`config.mk`:
```
export PLATFORM = sky130hd
export DESIGN_NAME = prog_loader
export DESIGN_NICKNAME = d
export VERILOG_FILES = /design/src/rtl/prog_loader.sv
export SDC_FILE = /design/constraint.sdc
export NUM_CORES = 1
export LEC_CHECK = 0
export ABC_AREA = 0
export BUFFER_PORTS_ARGS = -buffer_cell sky130_fd_sc_hd__buf_2
export CAP_MARGIN = 10
export CORE_MARGIN = 2
export CORE_UTILIZATION = 53
export CTS_CLUSTER_DIAMETER = 60
export DETAILED_ROUTE_END_ITERATION = 6
export PLACE_DENSITY = 0.76
export SETUP_SLACK_MARGIN = 0.15
export SYNTH_ARGS = -nofsm -noshare
export SYNTH_HDL_FRONTEND = slang
export SYNTH_SLANG_ARGS = --single-unit
```
`constraint.sdc`:
```
create_clock -name CLK -period 2.5 [get_ports CLK]
set_clock_uncertainty 0.1 [all_clocks]
set_input_delay 0.5 -clock CLK [delete_from_list [all_inputs] [get_ports CLK]]
set_output_delay 0.5 -clock CLK [all_outputs]
set_load 0.02 [all_outputs]
```
`src/rtl/prog_loader.sv`:
```
// prog_loader: parses a framed byte-stream download and writes its payload
// into the 64 KiB program memory, then hands the memory port to the CPU.
//
// Frame: SYNC, ADDR_LO, ADDR_HI, LEN_LO, LEN_HI, LEN data bytes, CHK.
// A frame is good when the 8-bit sum of the data bytes plus CHK is zero.
// Each accepted data byte becomes a one-cycle memory write on the cycle after
// its handshake, so a byte per cycle is sustained. After a good frame the
// loader parks in DONE, releases CpuHold and muxes the CPU onto the memory
// port until the next reset.
module prog_loader #(
  parameter logic [7:0]  SYNC_BYTE = 8'hA5,
  parameter int unsigned TIMEOUT   = 1000000
) (
  input  logic        CLK,
  input  logic        RESETn,
  input  logic [7:0]  RxData,
  input  logic        RxValid,
  output logic        RxReady,
  input  logic [15:0] CpuAddress,
  input  logic        CpuWE,
  input  logic [7:0]  CpuDataOut,
  output logic [15:0] MemAddress,
  output logic        MemWE,
  output logic [7:0]  MemDataIn,
  output logic        CpuHold,
  output logic        Done,
  output logic        Error
);

  typedef enum logic [2:0] {
    ST_IDLE    = 3'd0,
    ST_ADDR_LO = 3'd1,
    ST_ADDR_HI = 3'd2,
    ST_LEN_LO  = 3'd3,
    ST_LEN_HI  = 3'd4,
    ST_DATA    = 3'd5,
    ST_CHECK   = 3'd6,
    ST_DONE    = 3'd7
  } state_t;

  // A zero TIMEOUT disables the inter-byte watchdog entirely.
  localparam bit          TIMEOUT_EN = (TIMEOUT != 32'd0);
  // The counter aborts on the edge where it would reach TIMEOUT idle cycles.
  localparam logic [31:0] IDLE_LAST  = TIMEOUT_EN ? 32'(TIMEOUT - 32'd1) : 32'd0;

  // 8-bit modular addition used for the running checksum.
  function automatic logic [7:0] add8(input logic [7:0] a, input logic [7:0] b);
    return a + b;
  endfunction

  state_t      state_r;
  state_t      state_s;
  logic [15:0] addr_r;
  logic [15:0] len_r;
  logic [7:0]  sum_r;
  logic [31:0] idle_r;
  logic        wr_en_r;
  logic [15:0] wr_addr_r;
  logic [7:0]  wr_data_r;
  logic        hold_r;
  logic        done_r;
  logic        error_r;
  logic        ready_r;

  logic        hs_s;
  logic        sync_s;
  logic        in_frame_s;
  logic        timeout_s;
  logic        data_hs_s;
  logic        chk_ok_s;
  logic        err_set_s;
  logic        err_clr_s;
  logic [15:0] len_full_s;

  assign hs_s       = RxValid && ready_r;
  assign sync_s     = (RxData == SYNC_BYTE);
  assign in_frame_s = (state_r != ST_IDLE) && (state_r != ST_DONE);
  assign timeout_s  = TIMEOUT_EN && in_frame_s && !hs_s && (idle_r == IDLE_LAST);
  assign data_hs_s  = hs_s && (state_r == ST_DATA);
  assign chk_ok_s   = (add8(sum_r, RxData) == 8'h00);
  assign len_full_s = {RxData, len_r[7:0]};
  // Only a SYNC seen while idle starts a frame; inside a frame it is payload.
  assign err_clr_s  = hs_s && (state_r == ST_IDLE) && sync_s;

  // Next-state decode: the watchdog overrides everything inside a frame.
  always_comb begin
    state_s   = state_r;
    err_set_s = 1'b0;
    if (timeout_s) begin
      state_s   = ST_IDLE;
      err_set_s = 1'b1;
    end else begin
      case (state_r)
        ST_IDLE: begin
          if (hs_s && sync_s) state_s = ST_ADDR_LO;
          else                state_s = ST_IDLE;
        end
        ST_ADDR_LO: begin
          if (hs_s) state_s = ST_ADDR_HI;
          else      state_s = ST_ADDR_LO;
        end
        ST_ADDR_HI: begin
          if (hs_s) state_s = ST_LEN_LO;
          else      state_s = ST_ADDR_HI;
        end
        ST_LEN_LO: begin
          if (hs_s) state_s = ST_LEN_HI;
          else      state_s = ST_LEN_LO;
        end
        ST_LEN_HI: begin
          if (hs_s) state_s = (len_full_s != 16'd0) ? ST_DATA : ST_CHECK;
          else      state_s = ST_LEN_HI;
        end
        ST_DATA: begin
          if (hs_s && (len_r == 16'd1)) state_s = ST_CHECK;
          else                          state_s = ST_DATA;
        end
        ST_CHECK: begin
          if (hs_s) begin
            if (chk_ok_s) begin
              state_s = ST_DONE;
            end else begin
              state_s   = ST_IDLE;
              err_set_s = 1'b1;
            end
          end else begin
            state_s = ST_CHECK;
          end
        end
        ST_DONE: begin
          state_s = ST_DONE;
        end
        default: begin
          state_s = ST_IDLE;
        end
      endcase
    end
  end

  // FSM state register.
  always_ff @(posedge CLK) begin
    if (!RESETn) state_r <= ST_IDLE;
    else         state_r <= state_s;
  end

  // Header assembly (little-endian) and per-byte address/length/checksum tracking.
  always_ff @(posedge CLK) begin
    if (!RESETn) begin
      addr_r <= 16'h0000;
      len_r  <= 16'h0000;
      sum_r  <= 8'h00;
    end else if (hs_s) begin
      case (state_r)
        ST_IDLE:    sum_r        <= 8'h00;
        ST_ADDR_LO: addr_r[7:0]  <= RxData;
        ST_ADDR_HI: addr_r[15:8] <= RxData;
        ST_LEN_LO:  len_r[7:0]   <= RxData;
        ST_LEN_HI:  len_r[15:8]  <= RxData;
        ST_DATA: begin
          addr_r <= addr_r + 16'd1;
          len_r  <= len_r - 16'd1;
          sum_r  <= add8(sum_r, RxData);
        end
        default: begin
        end
      endcase
    end
  end

  // One-cycle write pulse registered from the data-byte handshake; reset kills a pending write.
  always_ff @(posedge CLK) begin
    if (!RESETn) begin
      wr_en_r   <= 1'b0;
      wr_addr_r <= 16'h0000;
      wr_data_r <= 8'h00;
    end else begin
      wr_en_r <= data_hs_s;
      if (data_hs_s) begin
        wr_addr_r <= addr_r;
        wr_data_r <= RxData;
      end
    end
  end

  // Inter-byte idle counter: runs only inside a frame and clears on every handshake.
  always_ff @(posedge CLK) begin
    if (!RESETn) begin
      idle_r <= 32'd0;
    end else if (TIMEOUT_EN && in_frame_s && !hs_s && !timeout_s) begin
      idle_r <= idle_r + 32'd1;
    end else begin
      idle_r <= 32'd0;
    end
  end

  // Status flags and memory ownership, registered from the next state.
  always_ff @(posedge CLK) begin
    if (!RESETn) begin
      hold_r  <= 1'b1;
      done_r  <= 1'b0;
      ready_r <= 1'b1;
      error_r <= 1'b0;
    end else begin
      hold_r  <= (state_s != ST_DONE);
      done_r  <= (state_s == ST_DONE);
      ready_r <= (state_s != ST_DONE);
      if (err_set_s)      error_r <= 1'b1;
      else if (err_clr_s) error_r <= 1'b0;
      else                error_r <= error_r;
    end
  end

  assign RxReady = ready_r;
  assign CpuHold = hold_r;
  assign Done    = done_r;
  assign Error   = error_r;

  // While held, the CPU has no path to the memory write enable.
  assign MemAddress = hold_r ? wr_addr_r : CpuAddress;
  assign MemWE      = hold_r ? wr_en_r   : CpuWE;
  assign MemDataIn  = hold_r ? wr_data_r : CpuDataOut;

endmodule
```
==> impl_results.md, run 1 <==
- Worst skew pair latency: 0.37 ns
- #FFs+latches synth: 103
- Dpl hpwl: 10280 µm
- First-pass GRT wire length: 23190 µm
- Hold Crit Start: RxData[1]
- Syn Nets: 733
- Dpl cells: 890
- H-tree levels: 3
- WL/cell: 15.42 µm
- Number of flops mapped to enable cells by yosys: 0
- Antenna Cells: 0
- Synth area leaders: dfxtp_1 (38%), nand2_1 (5.9%), nor2_1 (5.3%)
- Setup TNS: -0.03910 ns
- Worst-margin pin slew: 0.5006 ns
- FMAX: 393.8 MHz
- DR DRC count: 0
- Critical Path RT: 2.67 ns
- R2r startpoint: sum_r[0]
- Post-Syn Area per Cell: 8.015 µm²
- Post-route ant nets: 0
- Die Area: 11190 µm²
- Yosys top cell area share: 0.3756
- Clock group share of total power: 0.395
- Worst Path Class, Setup: flip-flop to flip-flop
- RSZ-0062 raised after global routing: yes
- Maxcap violations: 0
- Status: finished, violations left
- FF-to-FF End: RxReady
- Switching Share: 0.2289
- Grt total ovfl: 0
- Psw: 0.6743 mW
- Initial Util: 0.5391
- Routed vias/inst: 5.750
- Final Hold Viols: 0
- CP arrival: 2.71 ns
- Vias: 5215
- Flop2flop setup slack: -0.04 ns
- Core ar.: 10180 µm²
- Die Y-Extent: 105.8 µm
- Floorplan row count: 37
- Cell Count, Final, Fillers Out: 907
- Layout cells sized above 1: 0.2244
- Placed Area: 6217 µm²
- Yosys cell types: 57
- Multi-input gate area: 3304 µm²
- Hold Crit Endpoint: wr_data_r[1]
- Yosys top cell by area: dfxtp_1
- Slowest CP cell: fa_2
- PnR worst setup slack: -0.03910 ns
- Post-synth top flop: dfxtp_1
- Final setup fails: 1
- Number of buffers added on ports: 64
- Power Dens Cells: 454.5 nW/µm²
- Final Cell Area: 6482 µm²
- Clock buffer count from CTS: 9
- Ports: 65
- Die X: 105.8 µm
- CP cell instances: ha_4, fa_2, a21o_1, a21oi_2, xor2_1, and4_1, and4_4, o31a_1, or3b_1
- Netlist Area Pre-Place: 5490 µm²
- Share of total power in combinational logic: 0.048
- IR drop worst, VDD: 315.2 µV
- # nets final: 814
- Initial DRC count: 342
- Antenna violations before repair: 0
- Async SR Flop Fraction: 0
- Crit-path max cell delay: 0.36 ns
- Cell-internal power: 2.272 mW
- Failing checks: negative setup slack
- Clk sink count: 103
- Leakage: 2.527 nW
- Bufs on Longest Clock Path: 2
- Worst Setup Slack post-DPL: -0.4443 ns
- Sequential power share: 0.556
- Vias in the first global route: 4897
- Clk root buf: clkbuf_8
- Worst Hold Class: input port to flip-flop
- Critical Path End Type: flip-flop
- 1st-pass router iterations: 5
- GRT Total Usage: 0.2542
- R2R depth: 9
- Post-layout min period: 2.539 ns
- Mapped Cells: 685
- Synth warn: 0
- Fill cells: 917
- Worst-path clk slew: 0.10 ns
- Area growth syn-to-layout: 18.07%
- Sequential area share after synthesis: 0.3756
- Hold path depth: 3
- CTS tree: yes
- CP max FO: 3
- Largest net degree at the start of global routing: 58
- Core Util, Final: 0.6365
- Slew Limit Headroom: 0.6658
- Fin. max-slew vios: 0
- Routability congestion estimate: 0.8924
- Post-route clock period utilization: 1.016
- Worst Setup Start Kind: flip-flop
- FF+latch area: 2066 µm²
- Detailed Route WL: 13980 µm
[what timing repair did]
item	4_1_cts	5_1_grt
setup buffers	0	1
setup endpoints to repair	6	32
cloned	0	0
hold buffers	0	0
resized for setup	3	7
pin swaps	8	4
[final cells by class]
| class | count | share of cell area |
|---|---|---|
| Clock inverter | 6 | 0.01428 |
| Timing Repair Buffer | 106 | 0.1050 |
| Multi-Input combinational cell | 535 | 0.5097 |
| Sequential cell | 103 | 0.3187 |
| Tap cell | 136 | 0.02625 |
| Clock buffer | 10 | 0.01969 |
| Inverter | 11 | 0.006369 |
[cell usage in the layout, fill, tap and decap left out, types with 16 or more instances in the layout]
cell type / n
mux2_2: 25
a21oi_1: 43
xor2_1: 20
a21boi_0: 27
dfxtp_1: 100
nor2_1: 77
nand3_1: 31
nand2_1: 87
xnor2_1: 16
o21ai_0: 44
buf_2: 64
buf_4: 37
[per-layer routing]
metal	vias up	track usage	share of wire
li1	2594	-	-
met1	2415	0.3188	0.44
met2	185	0.4470	0.49
met3	21	0.03649	0.058
met4	0	0.08459	0.016
met5	-	0	0
[through the flow]
step / hold slack, ns / total power, mW
global route: 0.3648 / 3.044
global placement: 0.3412 / 1.815
detailed placement: 0.3547 / 1.818
floorplan: 0.3295 / 1.738
finish: 0.3253 / 2.946
CTS: 0.3211 / 2.956
[synth_stat cells, drive strengths merged (5+ instances only)]
cell type	n
xnor2	16
a21boi	27
nand4	10
a31oi	12
o21ai	47
nor2	78
clkbuf	28
xor2	20
dfxtp	103
and2	12
o221a	7
inv	11
and3	13
mux2	25
nor2b	8
or3	6
nand2b	5
ha	11
and4	6
nor4	10
nand3	31
buf	8
a21oi	44
nand2	87
nor3	13
[worst max-delay path, delay by kind of cell, from the launching register on]
kind / cells / cell delay (ns)
AO/OA/AOI/OAI: 3 / 0.44
XOR/XNOR: 1 / 0.19
adder cells (fa/ha/maj): 2 / 0.52
flip-flops: 1 / 0.35
AND/OR/NAND/NOR: 3 / 0.83
[registers in the layout, summed over array words and instances, names as in the netlist]
signal / count
wr_data_r: 8
addr_r: 16
idle_r: 32
RxReady: 1
len_r: 16
wr_en_r: 1
Done: 1
wr_addr_r: 16
sum_r: 8
Error: 1
state_r: 3
[worst max-delay path by stage]
stage                   start       to  slack [ns]  cells past startpoint
floorplan           RxData[0]  RxReady       -0.11                      9
global placement    RxData[0]  RxReady       -0.37                     10
detailed placement  RxData[0]  RxReady       -0.44                     10
CTS                  sum_r[0]  RxReady       -0.04                      9
global route         sum_r[0]  RxReady       -0.13                      9
finish               sum_r[0]  RxReady       -0.04                      9
[kinds of logic after synthesis]
logic type / after synthesis / share of synthesized area
AND/OR/NAND/NOR: 291 / 0.2543
AO/OA/AOI/OAI: 171 / 0.1990
flip-flops: 103 / 0.3756
buffers and inverters: 47 / 0.03373
XOR/XNOR: 36 / 0.05743
multiplexers: 25 / 0.05128
adder cells (fa/ha/maj): 12 / 0.02871
[power groups by stage]
stage | combinational, mW | sequential [mW] | clock, mW
2_1_floorplan | 0.0608 | 1.68 | 0
3_3_place_gp | 0.138 | 1.68 | 0
3_5_place_dp | 0.140 | 1.68 | 0
4_1_cts | 0.141 | 1.64 | 1.18
5_1_grt | 0.155 | 1.64 | 1.25
6_report | 0.143 | 1.64 | 1.16
No activity file was read; power rests on OpenSTA's default activity.
==> run 2: changes to the inputs <==
--- a/config.mk
+++ b/config.mk
@@ -14,6 +14,7 @@
 export DETAILED_ROUTE_END_ITERATION = 6
 export PLACE_DENSITY = 0.76
 export SETUP_SLACK_MARGIN = 0.15
+export SLEW_MARGIN = 20
 export SYNTH_ARGS = -nofsm -noshare
 export SYNTH_HDL_FRONTEND = slang
 export SYNTH_SLANG_ARGS = --single-unit
==> constraint.sdc (replaced) <==
create_clock -name CLK -period 2.1 [get_ports CLK]
set_clock_uncertainty 0.1 [all_clocks]
set_input_delay 0.42 -clock CLK [delete_from_list [all_inputs] [get_ports CLK]]
set_output_delay 0.42 -clock CLK [all_outputs]
set_load 0.02 [all_outputs]
==> run 2 against run 1 <==
Net effect:
- non-clock buffer count rose by 59
- register-to-register slack lost 0.44 ns
- power grew 17%
- combinational power up 32%
- critical path depth did not move
- the run still ends with negative setup slack left
- hold slack better by 0.0038 ns
- critical endpoint unchanged
- die area is the same
- setup slack got worse by 0.44 ns
==> impl_results.md, run 2 (same netlist as run 1, synthesis figures left out) <==
- FF-to-FF End: RxReady (unchanged)
- Core Util, Final: 0.7608 (was 0.6365)
- Number of buffers added on ports: 64 (unchanged)
- RSZ-0062 raised after global routing: yes (unchanged)
- Worst-margin pin slew: 0.4408 ns (was 0.5006 ns)
- Leakage: 3.036 nW (was 2.527 nW)
- Commonest cells after routing, fill and taps aside: dfxtp_1 (90), nand2_1 (86), buf_4 (78), nor2_1 (42) (was dfxtp_1 (100), nand2_1 (87), nor2_1 (77), buf_2 (64), o21ai_0 (44))
- Power Dens Cells: 446.3 nW/µm² (was 454.5 nW/µm²)
- Flop2flop setup slack: -0.48 ns (was -0.04 ns)
- Post-layout min period: 2.576 ns (was 2.539 ns)
- WL/cell: 18.13 µm (was 15.42 µm)
- CP arrival: 2.74 ns (was 2.71 ns)
- Cell Count, Final, Fillers Out: 966 (was 907)
- Final Hold Viols: 0 (unchanged)
- IR drop worst, VDD: 286.5 µV (was 315.2 µV)
- 1st-pass router iterations: 7 (was 5)
- Grt total ovfl: 0 (unchanged)
- Final Cell Area: 7749 µm² (was 6482 µm²)
- Die Y-Extent: 105.8 µm (unchanged)
- DR DRC count: 0 (unchanged)
- Most common cell after layout, fill and taps aside: dfxtp_1 (unchanged)
- Critical Path RT: 2.27 ns (was 2.67 ns)
- Worst skew pair latency: 0.38 ns (was 0.37 ns)
- Dpl cells: 925 (was 890)
- CP delay by family, top: simple AND/OR/NAND/NOR gates (unchanged)
- Post-route ant nets: 0 (unchanged)
- Slew Limit Headroom: 0.7050 (was 0.6658)
- PnR worst setup slack: -0.4760 ns (was -0.03910 ns)
- FMAX: 388.2 MHz (was 393.8 MHz)
- Detailed Route WL: 17510 µm (was 13980 µm)
- # nets final: 873 (was 814)
- Vias in the first global route: 5589 (was 4897)
- Die X: 105.8 µm (unchanged)
- FF+latch area: 2083 µm² (was 2066 µm²)
- Largest register FFs: 32 (unchanged)
- Vias: 5754 (was 5215)
- Antenna Cells: 0 (unchanged)
- Clk sink count: 103 (unchanged)
- Clock buffer count from CTS: 9 (unchanged)
- CP max FO: 3 (unchanged)
- Largest net degree at the start of global routing: 43 (was 58)
- Critical Path End Type: flip-flop (unchanged)
- CTS tree: yes (unchanged)
- R2R depth: 9 (unchanged)
- Routability congestion estimate: 0.9140 (was 0.8924)
- Die Area: 11190 µm² (unchanged)
- Final setup fails: 31 (was 1)
- Post-route clock period utilization: 1.227 (was 1.016)
- R2r startpoint: sum_r[0] (unchanged)
- Antenna violations before repair: 0 (unchanged)
- Multi-input gate area: 3747 µm² (was 3304 µm²)
- First-pass GRT wire length: 27210 µm (was 23190 µm)
- Failing checks: negative setup slack (unchanged)
- Clk root buf: clkbuf_8 (unchanged)
- Routed vias/inst: 5.957 (was 5.750)
- H-tree levels: 3 (unchanged)
- Hold path depth: 2 (was 3)
- Worst-path clk slew: 0.11 ns (was 0.10 ns)
- Status: finished, violations left (unchanged)
- Placed Area: 6500 µm² (was 6217 µm²)
- Initial Util: 0.5391 (unchanged)
- Hold Crit Start: RESETn (was RxData[1])
- Crit-path max cell delay: 0.36 ns (about the same)
- Maxcap violations: 0 (unchanged)
- Slowest CP cell: fa_2 (unchanged)
- Initial DRC count: 438 (was 342)
- CP cell instances: ha_4, fa_2, a211oi_2, o21bai_1, a21oi_1, xor2_1, and4_4, o31a_1, or3b_1 (was ha_4, fa_2, a21o_1, a21oi_2, xor2_1, and4_1, and4_4, o31a_1, or3b_1)
- Worst Path Class, Setup: flip-flop to flip-flop (unchanged)
- Fill cells: 679 (was 917)
- Buf/Inv on CP: 0 (unchanged)
- Dpl hpwl: 10430 µm (was 10280 µm)
- Largest register by flop count: idle_r (unchanged)
- Hold Crit Endpoint: Error (was wr_data_r[1])
- Worst Setup Start Kind: flip-flop (unchanged)
- Bufs on Longest Clock Path: 2 (unchanged)
- Fin. max-slew vios: 0 (unchanged)
- Floorplan row count: 37 (unchanged)
- Ports: 65 (unchanged)
- Area growth syn-to-layout: 41.13% (was 18.07%)
- Core ar.: 10180 µm² (unchanged)
- Worst Hold Class: input port to flip-flop (unchanged)
- GRT Total Usage: 0.2999 (was 0.2542)
- Layout cells sized above 1: 0.3614 (was 0.2244)
[run 2: final cells by class]
type / count / area share
Clock buffer: 9 / 0.01599
Clock inverter: 7 / 0.01033
Inverter: 11 / 0.005329
Multi-Input combinational cell: 535 / 0.4836
Sequential cell: 103 / 0.2689
Tap cell: 136 / 0.02196
Timing Repair Buffer: 165 / 0.1939
[run 2: per-stage QoR]
step	power [mW]	hold WS (ns)	setup TNS (ns)	worst slack [ns]
after global placement	2.160	0.3459	-3.316	-0.6692
after global routing	3.548	0.3227	-5.904	-0.6246
after floorplan	2.070	0.3295	-1.147	-0.4307
after CTS	3.452	0.3152	-1.683	-0.4391
after detailed placement	2.164	0.3542	-3.851	-0.7615
final	3.459	0.3291	-3.040	-0.4760
[run 2: timing repair]
item,in CTS,in global routing
resized for setup,135,70
hold buffers,0,0
setup buffers,11,7
pin swaps,27,25
cloned,6,1
setup endpoints to repair,68,121
[run 2: layer usage]
| layer | track usage | wire [µm] | up-vias |
|---|---|---|---|
| met2 | 0.5396 | 9037 | 262 |
| met4 | 0.1165 | 464 | 0 |
| met5 | 0 | 0 | - |
| li1 | - | - | 2710 |
| met3 | 0.04082 | 1182 | 41 |
| met1 | 0.3607 | 6826 | 2741 |
[run 2: worst max path at each step]
| stage | start | end | slack, ns | depth (start not counted) |
|---|---|---|---|---|
| after CTS | sum_r[0] | RxReady | -0.44 | 9 |
| after floorplan | RxData[0] | RxReady | -0.43 | 9 |
| after global routing | sum_r[0] | RxReady | -0.62 | 9 |
| after global placement | RxData[0] | RxReady | -0.67 | 10 |
| final | sum_r[0] | RxReady | -0.48 | 9 |
| after detailed placement | RxData[0] | RxReady | -0.76 | 10 |
[run 2: worst reg2reg max path: stages (launching register included)]
cell      delay [ns]
dfxtp_2         0.35
ha_4            0.16
fa_2            0.36
a211oi_2        0.22
o21bai_1        0.08
a21oi_1         0.18
xor2_1          0.23
and4_4          0.29
o31a_1          0.15
or3b_1          0.35
[run 2: where the power goes]
part	total [mW]	switching [mW]	leakage (nW)	internal, mW
Clock	1.32	0.754	0.102	0.567
Combinational	0.189	0.105	2.10	0.0845
Sequential	1.95	0.000000415	0.836	1.95
Total	3.46	0.858	3.04	2.60
